--- src/rtl/sprite_pkg.sv ---
// Shared definitions for the sprite blitter slice.
//   - state_e     : blitter sequencing states
//   - DEF_*       : default sprite geometry and grid pitch
//   - SCREEN_*    : framebuffer limits of the 160x120 VGA adapter
//   - cnt_width() : counter width for a dimension, never narrower than 1 bit
package sprite_pkg;

  localparam int DEF_SPR_W = 5;
  localparam int DEF_SPR_H = 5;
  localparam int DEF_TILE  = 5;

  localparam int SCREEN_W = 160;
  localparam int SCREEN_H = 120;

  typedef enum logic [1:0] {
    IDLE  = 2'd0,
    ERASE = 2'd1,
    DRAW  = 2'd2,
    DONE  = 2'd3
  } state_e;

  function automatic int cnt_width(input int n);
    return (n > 1) ? $clog2(n) : 1;
  endfunction

endpackage

--- src/rtl/sprite_raster_counter.sv ---
// Two-dimensional raster counter: column runs fastest, then row.
//   clock, reset_n : clock and synchronous active-low reset
//   clear          : force (row, col) back to (0, 0); wins over enable
//   enable         : advance one position
//   col_idx        : current column, 0..SPR_W-1
//   row_idx        : current row, 0..SPR_H-1
//   last           : high at (SPR_H-1, SPR_W-1); the next advance wraps to (0, 0)
module sprite_raster_counter
  import sprite_pkg::*;
#(
  parameter int SPR_W = DEF_SPR_W,
  parameter int SPR_H = DEF_SPR_H
) (
  input  logic                        clock,
  input  logic                        reset_n,
  input  logic                        clear,
  input  logic                        enable,
  output logic [cnt_width(SPR_W)-1:0] col_idx,
  output logic [cnt_width(SPR_H)-1:0] row_idx,
  output logic                        last
);

  localparam int CW = cnt_width(SPR_W);
  localparam int RW = cnt_width(SPR_H);

  logic [CW-1:0] col_q, col_d;
  logic [RW-1:0] row_q, row_d;
  logic          col_end;
  logic          row_end;

  assign col_end = (col_q == CW'(SPR_W - 1));
  assign row_end = (row_q == RW'(SPR_H - 1));
  assign last    = col_end && row_end;

  // NOTE: every always_comb output is given a default first so no path
  // leaves it unassigned, which would otherwise infer a latch.
  always_comb begin
    col_d = col_q;
    row_d = row_q;
    if (clear) begin
      col_d = '0;
      row_d = '0;
    end else if (enable) begin
      if (col_end) begin
        col_d = '0;
        row_d = row_end ? '0 : row_q + 1'b1;
      end else begin
        col_d = col_q + 1'b1;
      end
    end
  end

  // NOTE: state flops use non-blocking assignments, and reset is sampled on
  // the clock edge only (synchronous), matching the rest of the codebase.
  always_ff @(posedge clock) begin
    if (!reset_n) begin
      col_q <= '0;
      row_q <= '0;
    end else begin
      col_q <= col_d;
      row_q <= row_d;
    end
  end

  assign col_idx = col_q;
  assign row_idx = row_q;

endmodule

--- src/rtl/sprite_blitter.sv ---
// Sprite plotter for the 160x120 VGA framebuffer. Draws an SPR_W x SPR_H
// bitmap at a grid cell, one pixel per clock, optionally erasing the
// previously drawn position first.
//   clock, reset_n        : clock and synchronous active-low reset
//   go                    : start request, honoured only when idle
//   erase_first           : erase the previous sprite position before drawing
//   transparent           : 1 = plot set bits only; 0 = 0-bits in bg_colour
//   tile_x, tile_y        : grid cell; pixel base = tile * TILE (wraps)
//   shape                 : bitmap, row 0 in the MSBs
//   colour, bg_colour     : foreground and background/erase colours
//   x, y, col, plot       : registered plot interface to the vga_adapter
//   busy                  : high while pixels are being streamed
//   done                  : one-cycle completion pulse
module sprite_blitter
  import sprite_pkg::*;
#(
  parameter int SPR_W = DEF_SPR_W,
  parameter int SPR_H = DEF_SPR_H,
  parameter int TILE  = DEF_TILE,
  parameter int X_W   = 8,
  parameter int Y_W   = 7,
  parameter int COL_W = 3
) (
  input  logic                   clock,
  input  logic                   reset_n,
  input  logic                   go,
  input  logic                   erase_first,
  input  logic                   transparent,
  input  logic [X_W-1:0]         tile_x,
  input  logic [Y_W-1:0]         tile_y,
  input  logic [SPR_W*SPR_H-1:0] shape,
  input  logic [COL_W-1:0]       colour,
  input  logic [COL_W-1:0]       bg_colour,
  output logic [X_W-1:0]         x,
  output logic [Y_W-1:0]         y,
  output logic [COL_W-1:0]       col,
  output logic                   plot,
  output logic                   busy,
  output logic                   done
);

  localparam int N  = SPR_W * SPR_H;
  localparam int IW = cnt_width(N);
  localparam int CW = cnt_width(SPR_W);
  localparam int RW = cnt_width(SPR_H);

  if (TILE < SPR_W || TILE < SPR_H) begin : g_tile_check
    $error("sprite_blitter: TILE must be at least SPR_W and SPR_H");
  end

  // Control state (reset)
  state_e           state_q, state_d;
  logic             prev_valid_q, prev_valid_d;
  logic [X_W-1:0]   x_q, x_d;
  logic [Y_W-1:0]   y_q, y_d;
  logic [COL_W-1:0] col_q, col_d;
  logic             plot_q, plot_d;
  logic             busy_q, busy_d;
  logic             done_q, done_d;

  // Job datapath (not reset; always loaded before use)
  logic [X_W-1:0]   base_x_q, base_x_d;
  logic [Y_W-1:0]   base_y_q, base_y_d;
  logic [X_W-1:0]   prev_x_q, prev_x_d;
  logic [Y_W-1:0]   prev_y_q, prev_y_d;
  logic [N-1:0]     shape_q, shape_d;
  logic [COL_W-1:0] fg_q, fg_d;
  logic [COL_W-1:0] bg_q, bg_d;
  logic             transp_q, transp_d;

  logic [CW-1:0]    col_idx;
  logic [RW-1:0]    row_idx;
  logic             last;
  logic             streaming;
  logic [IW-1:0]    pix_idx;

  assign streaming = (state_q == ERASE) || (state_q == DRAW);

  sprite_raster_counter #(
    .SPR_W (SPR_W),
    .SPR_H (SPR_H)
  ) u_raster (
    .clock   (clock),
    .reset_n (reset_n),
    .clear   (state_q == IDLE),
    .enable  (streaming),
    .col_idx (col_idx),
    .row_idx (row_idx),
    .last    (last)
  );

  // Row 0 sits in the MSBs, so raster position n maps to bit N-1-n.
  assign pix_idx = IW'(N - 1) - (IW'(row_idx) * IW'(SPR_W) + IW'(col_idx));

  always_comb begin
    state_d      = state_q;
    prev_valid_d = prev_valid_q;
    x_d          = x_q;
    y_d          = y_q;
    col_d        = col_q;
    plot_d       = 1'b0;
    busy_d       = 1'b0;
    done_d       = 1'b0;
    base_x_d     = base_x_q;
    base_y_d     = base_y_q;
    prev_x_d     = prev_x_q;
    prev_y_d     = prev_y_q;
    shape_d      = shape_q;
    fg_d         = fg_q;
    bg_d         = bg_q;
    transp_d     = transp_q;

    unique case (state_q)
      IDLE: begin
        // done is registered, so the DONE phase is visible for one cycle
        // after the FSM is already back in IDLE; go is still refused then.
        if (go && !done_q) begin
          base_x_d = X_W'(32'(tile_x) * 32'(TILE));
          base_y_d = Y_W'(32'(tile_y) * 32'(TILE));
          shape_d  = shape;
          fg_d     = colour;
          bg_d     = bg_colour;
          transp_d = transparent;
          state_d  = (erase_first && prev_valid_q) ? ERASE : DRAW;
        end
      end
      ERASE: begin
        busy_d = 1'b1;
        x_d    = prev_x_q + X_W'(col_idx);
        y_d    = prev_y_q + Y_W'(row_idx);
        col_d  = bg_q;
        plot_d = 1'b1;
        if (last) state_d = DRAW;
      end
      DRAW: begin
        busy_d = 1'b1;
        x_d    = base_x_q + X_W'(col_idx);
        y_d    = base_y_q + Y_W'(row_idx);
        if (shape_q[pix_idx]) begin
          col_d  = fg_q;
          plot_d = 1'b1;
        end else if (!transp_q) begin
          col_d  = bg_q;
          plot_d = 1'b1;
        end
        if (last) begin
          prev_x_d     = base_x_q;
          prev_y_d     = base_y_q;
          prev_valid_d = 1'b1;
          state_d      = DONE;
        end
      end
      DONE: begin
        done_d  = 1'b1;
        state_d = IDLE;
      end
      default: state_d = IDLE;
    endcase
  end

  always_ff @(posedge clock) begin
    if (!reset_n) begin
      state_q      <= IDLE;
      prev_valid_q <= 1'b0;
      x_q          <= '0;
      y_q          <= '0;
      col_q        <= '0;
      plot_q       <= 1'b0;
      busy_q       <= 1'b0;
      done_q       <= 1'b0;
    end else begin
      state_q      <= state_d;
      prev_valid_q <= prev_valid_d;
      x_q          <= x_d;
      y_q          <= y_d;
      col_q        <= col_d;
      plot_q       <= plot_d;
      busy_q       <= busy_d;
      done_q       <= done_d;
    end
  end

  // NOTE: job registers carry no reset: they are always written on go
  // before being read, and prev_x/prev_y are qualified by prev_valid.
  always_ff @(posedge clock) begin
    base_x_q <= base_x_d;
    base_y_q <= base_y_d;
    prev_x_q <= prev_x_d;
    prev_y_q <= prev_y_d;
    shape_q  <= shape_d;
    fg_q     <= fg_d;
    bg_q     <= bg_d;
    transp_q <= transp_d;
  end

  assign x    = x_q;
  assign y    = y_q;
  assign col  = col_q;
  assign plot = plot_q;
  assign busy = busy_q;
  assign done = done_q;

endmodule

--- config.mk ---
export PLATFORM = sky130hd
export DESIGN_NAME = sprite_blitter
export DESIGN_NICKNAME = d
export VERILOG_FILES = /design/src/rtl/sprite_pkg.sv /design/src/rtl/sprite_raster_counter.sv /design/src/rtl/sprite_blitter.sv
export SDC_FILE = /design/constraint.sdc
export NUM_CORES = 1
export LEC_CHECK = 0
export BUFFER_PORTS_ARGS = -buffer_cell sky130_fd_sc_hd__buf_4
export CAP_MARGIN = 20
export CELL_PAD_IN_SITES_DETAIL_PLACEMENT = 1
export CELL_PAD_IN_SITES_GLOBAL_PLACEMENT = 1
export CORE_MARGIN = 1
export CORE_UTILIZATION = 40
export CTS_CLUSTER_SIZE = 10
export DETAILED_ROUTE_END_ITERATION = 7
export PLACE_DENSITY = 0.73
export SLEW_MARGIN = 20
export SYNTH_ARGS = -nofsm -noshare
export SYNTH_HDL_FRONTEND = slang
export SYNTH_SLANG_ARGS = --single-unit
--- constraint.sdc ---
create_clock -name clock -period 4.37 [get_ports clock]
set_input_delay 0 -clock clock [delete_from_list [all_inputs] [get_ports clock]]
set_output_delay 0 -clock clock [all_outputs]
set_load 0.005 [all_outputs]
Yosys cells after proc, flatten, opt, wreduce, memory -nomap -nowiden --
Cells that the tools add are included.
Operators by class: add/subtract/negate cells 8, multiply operators 3, divide/modulo/power cells 0, magnitude comparators 1, equality and inequality tests 9, shift operators 0, mux-type cells 19, bitwise gates (word level) 1, reduce and logical (&&, ||, !) cells 14
Operators with widths (count):
- 8-bit by 3-bit adder with 8-bit output | 2
- 8-bit case mux with 2 select lines | 1
- 7-bit by 3-bit adder with 7-bit output | 2
- 7-bit case mux with 2 select lines | 1
- 3-bit 2-to-1 mux | 4
- 8-bit by 3-bit multiplier with 8-bit output, second input constant | 1
- 2-bit 2-to-1 mux | 4
- 2-bit case mux with 4 select lines | 1
- 2-bit AND reduction | 4
- 7-bit by 3-bit multiplier with 7-bit output, second input constant | 1
- 3-bit by 1-bit adder with 3-bit output, second input constant | 2
- 3-bit equality test, second input constant | 2
- 5-bit by 6-bit less-than comparator with 1-bit output, second input constant | 1
- 2-bit != test, second input constant | 3
- 3-bit case mux with 2 select lines | 1
- 5-bit by 3-bit adder with 5-bit output | 1
- 1-bit binary-select mux with 5-bit select | 1
- 3-bit by 3-bit multiplier with 5-bit output, second input constant | 1
- 1-bit 2-to-1 mux | 5
- 5-bit subtractor, first input constant | 1
- 2-bit equality test, second input constant | 2
- 2-bit OR reduction | 2
- 1-bit logical AND | 3
- 3-bit by 2-bit != test with 1-bit output, second input constant | 1
- other kinds (8) | 8
Word-level totals: bits in registers 92, latch bits 0, bits in writable memories 0, ROM bits 0, output and inout bits 21, word-level logic and storage cells 73, memories kept 0

Longest topological paths before layout --
word-level depth 7, gate-level depth with buffers 13, gate-level depth less buffers 12

By module --
A second synthesis with hierarchy kept.
Second synthesis, totals: cells, all modules 324, area, all modules 4460.5 µm²
Modules (own cells, without submodules):
- sprite_blitter | instances 1, cells each 289, area each 4140.2 µm², sequential area each 2342.2 µm²
- sprite_raster_counter | instances 1, cells each 35, area each 320.3 µm², sequential area each 120.1 µm²

Worst setup path before layout --
Ideal clock, no wire load.
kind flip-flop to flip-flop, from reg state_q[0], to reg base_x_q[0] (enable), setup time 0.452 ns, data arrival time 2.658 ns, setup slack 1.260 ns, stages on the path, launching flop included 5, buffers on the path 0, period minus slack after synthesis 3.110 ns, cells stage by stage dfxtp_1 > inv_1 > ha_1 > inv_1 > nor2_1
On the way: word-level cells in the longest chain between the ends 2
Ends and longest elaborated chain:
- from (decl) | RTL line sprite_blitter.sv:52 | state_e state_q, state_d;
- from (signal assigned) | RTL line sprite_blitter.sv:172 | state_q <= state_d;
- 2-bit logical NOT | RTL line sprite_blitter.sv:113 | unique case (state_q)
- 2-bit AND reduction (no source line)
- to (signal assigned) | RTL line sprite_blitter.sv:186 | base_x_q <= base_x_d;
- to (decl) | RTL line sprite_blitter.sv:62 | logic [X_W-1:0] base_x_q, base_x_d;
No other way between the ends. A chain may end at the register's enable or synchronous reset.

Worst setup path in the final report --
from reg u_raster.col_q[2], in the netlist u_raster.col_idx[2], to reg col_q[0], in the netlist col[0]
On the way: word-level cells in the longest chain between the ends 6
Ends and longest elaborated chain:
- from (decl) | RTL line sprite_raster_counter.sv:26 | logic [CW-1:0] col_q, col_d;
- from (signal assigned) | RTL line sprite_raster_counter.sv:60 | col_q <= col_d;
- 5-bit by 3-bit adder with 5-bit output * | RTL line sprite_blitter.sv:93 | assign pix_idx = IW'(N - 1) - (IW'(row_idx) * IW'(SPR_W) + IW'(col_idx));
- 5-bit subtractor * | RTL line sprite_blitter.sv:93
- 1-bit binary-select mux with 5-bit select * | RTL line sprite_blitter.sv:139 | if (shape_q[pix_idx]) begin
- 1-bit 2-to-1 mux (implied by the code) * | RTL line sprite_blitter.sv:139
- 3-bit 2-to-1 mux or 3-bit by 2-bit != test with 1-bit output (tied branches)
- 3-bit case mux with 2 select lines or 2-bit AND reduction (tied branches)
- to (signal assigned) | RTL line sprite_blitter.sv:176 | col_q <= col_d;
- to (decl) | RTL line sprite_blitter.sv:56 | logic [COL_W-1:0] col_q, col_d;
Mark *: on every way between the ends. The rest lies on a longest branch, timed or not. The select of a mux whose other input is x is not followed.

==> flow_summary.yaml <==
global_routing:
  grtUsageTotal_pct: 18.2
  grt_max_degree: 33
  antenna_found_initial: 0
  grt_pass1_wl_um: 15900
  gr-total-overflow: 0
  grt_pass1_vias: 3258
worst_hold_path:
  hold_path_end: "base_x_q[7]$_DFFE_PP_"
  hold_class: "input port to flop"
  hold_depth: 3
  min_from: "tile_x[7]"
synth:
  synthTopCellsByArea: "edfxtp_1, dfxtp_1, ha_1"
  syn_inst: 323
  synth.distinct_cells: 45
  syn_area_sq_mm: 0.00441
  avgSynthCellArea_sq_um: 13.7
  synth-seq-cells: 92
  yosysSeqAreaShare_pct: 55.8
  synth-edff-count: 62
  yosysMostFrequentCell: "edfxtp_1"
  async_reset_ff_share_pct: 0
  yosysWarnings: 0
  synth_common_cells: "edfxtp_1, ha_1, nor2_1"
  yosysTopAreaCellShare_pct: 42.2
  yosysTopAreaCell: "edfxtp_1"
  synth_flop_cell: "edfxtp_1"
  syn-num-nets: 416
pwr:
  ir_drop_v: 0.000217
  p_leak_nw: 2.29
  p_per_area_mw_per_mm2: 443
run_status:
  run_status: "finished, final reports clean"
placed_design:
  numPortBuffers: 71
  dpl.hpwl_um: 6730
  gp_congestion: 0.757
  post-place-ws_ns: 0.916
floorplan:
  io_pins: 72
  die_x_um: 107
  initial_core_util_pct: 42.0
  die_h_um: 107
  num_rows: 37
  dieArea_sq_mm: 0.0115
  fp.coreArea_sq_mm: 0.0105
setup_path:
  crit_family: "adder cells"
  rr_worst_depth: 12
  startpoint_type: "flop"
  required_ns: 4.63
  path_cells: "ha_1 > inv_1 > fa_1 > ha_1 > inv_1 > fa_1 > nor4_1 > a21oi_1 > o21a_1 > or3_1 > mux2i_1 > a311oi_1"
  crit_path_max_fanout: 6
  crit_path_end_kind: "flop"
  crit_slowest_cell: "fa_1"
  critPathKind: "flop to flop"
  crit_cells: 12
  cp.buffers_inverters: 2
  r2r_slack_ns: 0.91
  arrival_ns: 3.72
  worstReg2RegEnd: "col[0]$_SDFFE_PN0P_"
  r2r_start: "u_raster.col_idx[2]$_SDFFE_PP0N_"
  cp_slowest_stage_delay_ns: 0.48
clock_network:
  cts_inserted_buffers: 9
  clock_latency_ns: 0.37
  cts_resized: 0
  cts_tree: "built"
  cts_root_buf: "clkbuf_8"
  cts_max_path_buffers: 2
  postCtsSetupBuffers: 0
  path_clk_slew_ns: 0.09
  cts.sinks: 92
  htree_levels: 3
sta:
  fin_crit_ns: 3.46
  worst_slew_pin_slew_ns: 0.992
  finClkSkew_ns: 0.0114
  slew_violations: 0
  fin_tns_setup_ns: 0
  fmax_mhz: 289
  setup_viol: 0
  grt_setup_unrepaired: "false"
  final_hold_viol_count: 0
  min_period_over_period_pct: 79.1
  relSlewSlack_pct: 33.8
  hold_ws_ns: 0.0128
  timing.final.ws_setup_ns: 0.914
drt:
  maxUsedRoutingLayer: "met4"
  wl_met2_um: 4960
  avgRoutedWirePerCell_um: 16.5
  firstDrtPassIters: 4
  met1_length_um: 4120
  drc: 0
  via_count: 2932
  drtAntennaViolNets: 0
  routed_wl_um: 9540
  dr.first_iter.drc_count: 107
  wl_met3_um: 359
  viasPerCell: 5.06
layout:
  syn2layout_area_growth_pct: 29.2
  antenna_cells: 0
  layout-drive-gt1-share_pct: 24.3
  nets: 532
job:
  cap_viol_max_count: 0
-- cell families after synthesis --
group | share of synthesized area (%)
DFF | 55.8
and+or+nand+nor | 6.61
AOI/OAI and AO/OA | 6.47
adders and majority gates | 12.9
muxes | 10.1
buffers and inverters | 3.32
xor gates and xnor gates | 4.74
-- registers in the layout, summed over array words and instances, names as in the netlist --
register          flops
shape_q              25
base_x_q              8
prev_x_q              8
x                     8
base_y_q              7
prev_y_q              7
y                     7
bg_q                  3
col                   3
fg_q                  3
u_raster.col_idx      3
u_raster.row_idx      3
state_q               2
busy                  1
done                  1
plot                  1
prev_valid_q          1
transp_q              1
-- metal layers --
metal / global-route usage (%) / vias up
met2: 32.4 / 64
met3: 4.26 / 9
met4: 5.38 / 0
met5: 0 / -
met1: 21.8 / 1456
li1: - / 1403
-- metrics by stage --
stage	total power, mW	utilization [%]	instance area, sq um	instances
3_3_place_gp	1.82	48.1	5060	523
4_1_cts	2.56	54.2	5700	580
5_1_grt	2.66	54.2	5700	580
2_1_floorplan	1.63	-	4410	323
3_5_place_dp	1.86	48.1	5060	523
6_report	2.52	54.2	5700	580
-- cells in the final DEF, fill, tap and decap left out, types with 6 or more instances in the layout --
master         Yosys  routed
ha_1              36      36
nor2_1            31      30
buf_4              3      74
a21oi_1           16      16
xnor2_1           19      19
clkbuf_8           0       9
inv_1             15      15
dlygate4sd3_1      0      41
mux2_2             9       9
mux2i_1           25      25
fa_1               6       6
dfxtp_1           30      30
edfxtp_1          62      62
-- power breakdown --
| part | internal [mW] | total, mW | switching, mW |
|---|---|---|---|
| combinational | 0.342 | 0.703 | 0.360 |
| sequential | 1.10 | 1.16 | 0.0677 |
| clock | 0.332 | 0.657 | 0.325 |
-- worst max path at each step --
stage	startpoint	end	slack, ns
after floorplan	state_q[0]$_SDFFE_PN0P_	base_x_q[0]$_DFFE_PP_	1.26
final	u_raster.col_idx[2]$_SDFFE_PP0N_	col[0]$_SDFFE_PN0P_	0.91
after detailed placement	u_raster.col_idx[2]$_SDFFE_PP0N_	col[0]$_SDFFE_PN0P_	0.92
after global routing	u_raster.row_idx[1]$_SDFFE_PP0P_	col[0]$_SDFFE_PN0P_	0.72
after CTS	u_raster.col_idx[2]$_SDFFE_PP0N_	col[0]$_SDFFE_PN0P_	0.89
after global placement	u_raster.col_idx[2]$_SDFFE_PP0N_	col[1]$_SDFFE_PN0P_	1.16
-- worst register-to-register path, stage by stage, from the launching register on --
cell,delay (ns)
dfxtp_1,0.45
ha_1,0.27
inv_1,0.07
fa_1,0.43
ha_1,0.21
inv_1,0.06
fa_1,0.48
nor4_1,0.22
a21oi_1,0.11
o21a_1,0.15
or3_1,0.45
mux2i_1,0.16
a311oi_1,0.28
-- final cells by class --
cell class	instances	area [sq um]
well taps	136	170
repair buffers	115	966
clock inverters	7	106
clock buffers	9	124
fillers	1062	4810
multi-input cells	205	1810
flip-flops and latches	92	2460
inverters	16	60.1
-- repair_timing --
action	CTS	global route
endpoints found under the setup margin	0	0
endpoints found under the hold margin	46	0
hold buffers	41	0
Power figures use the tool's default switching activity.
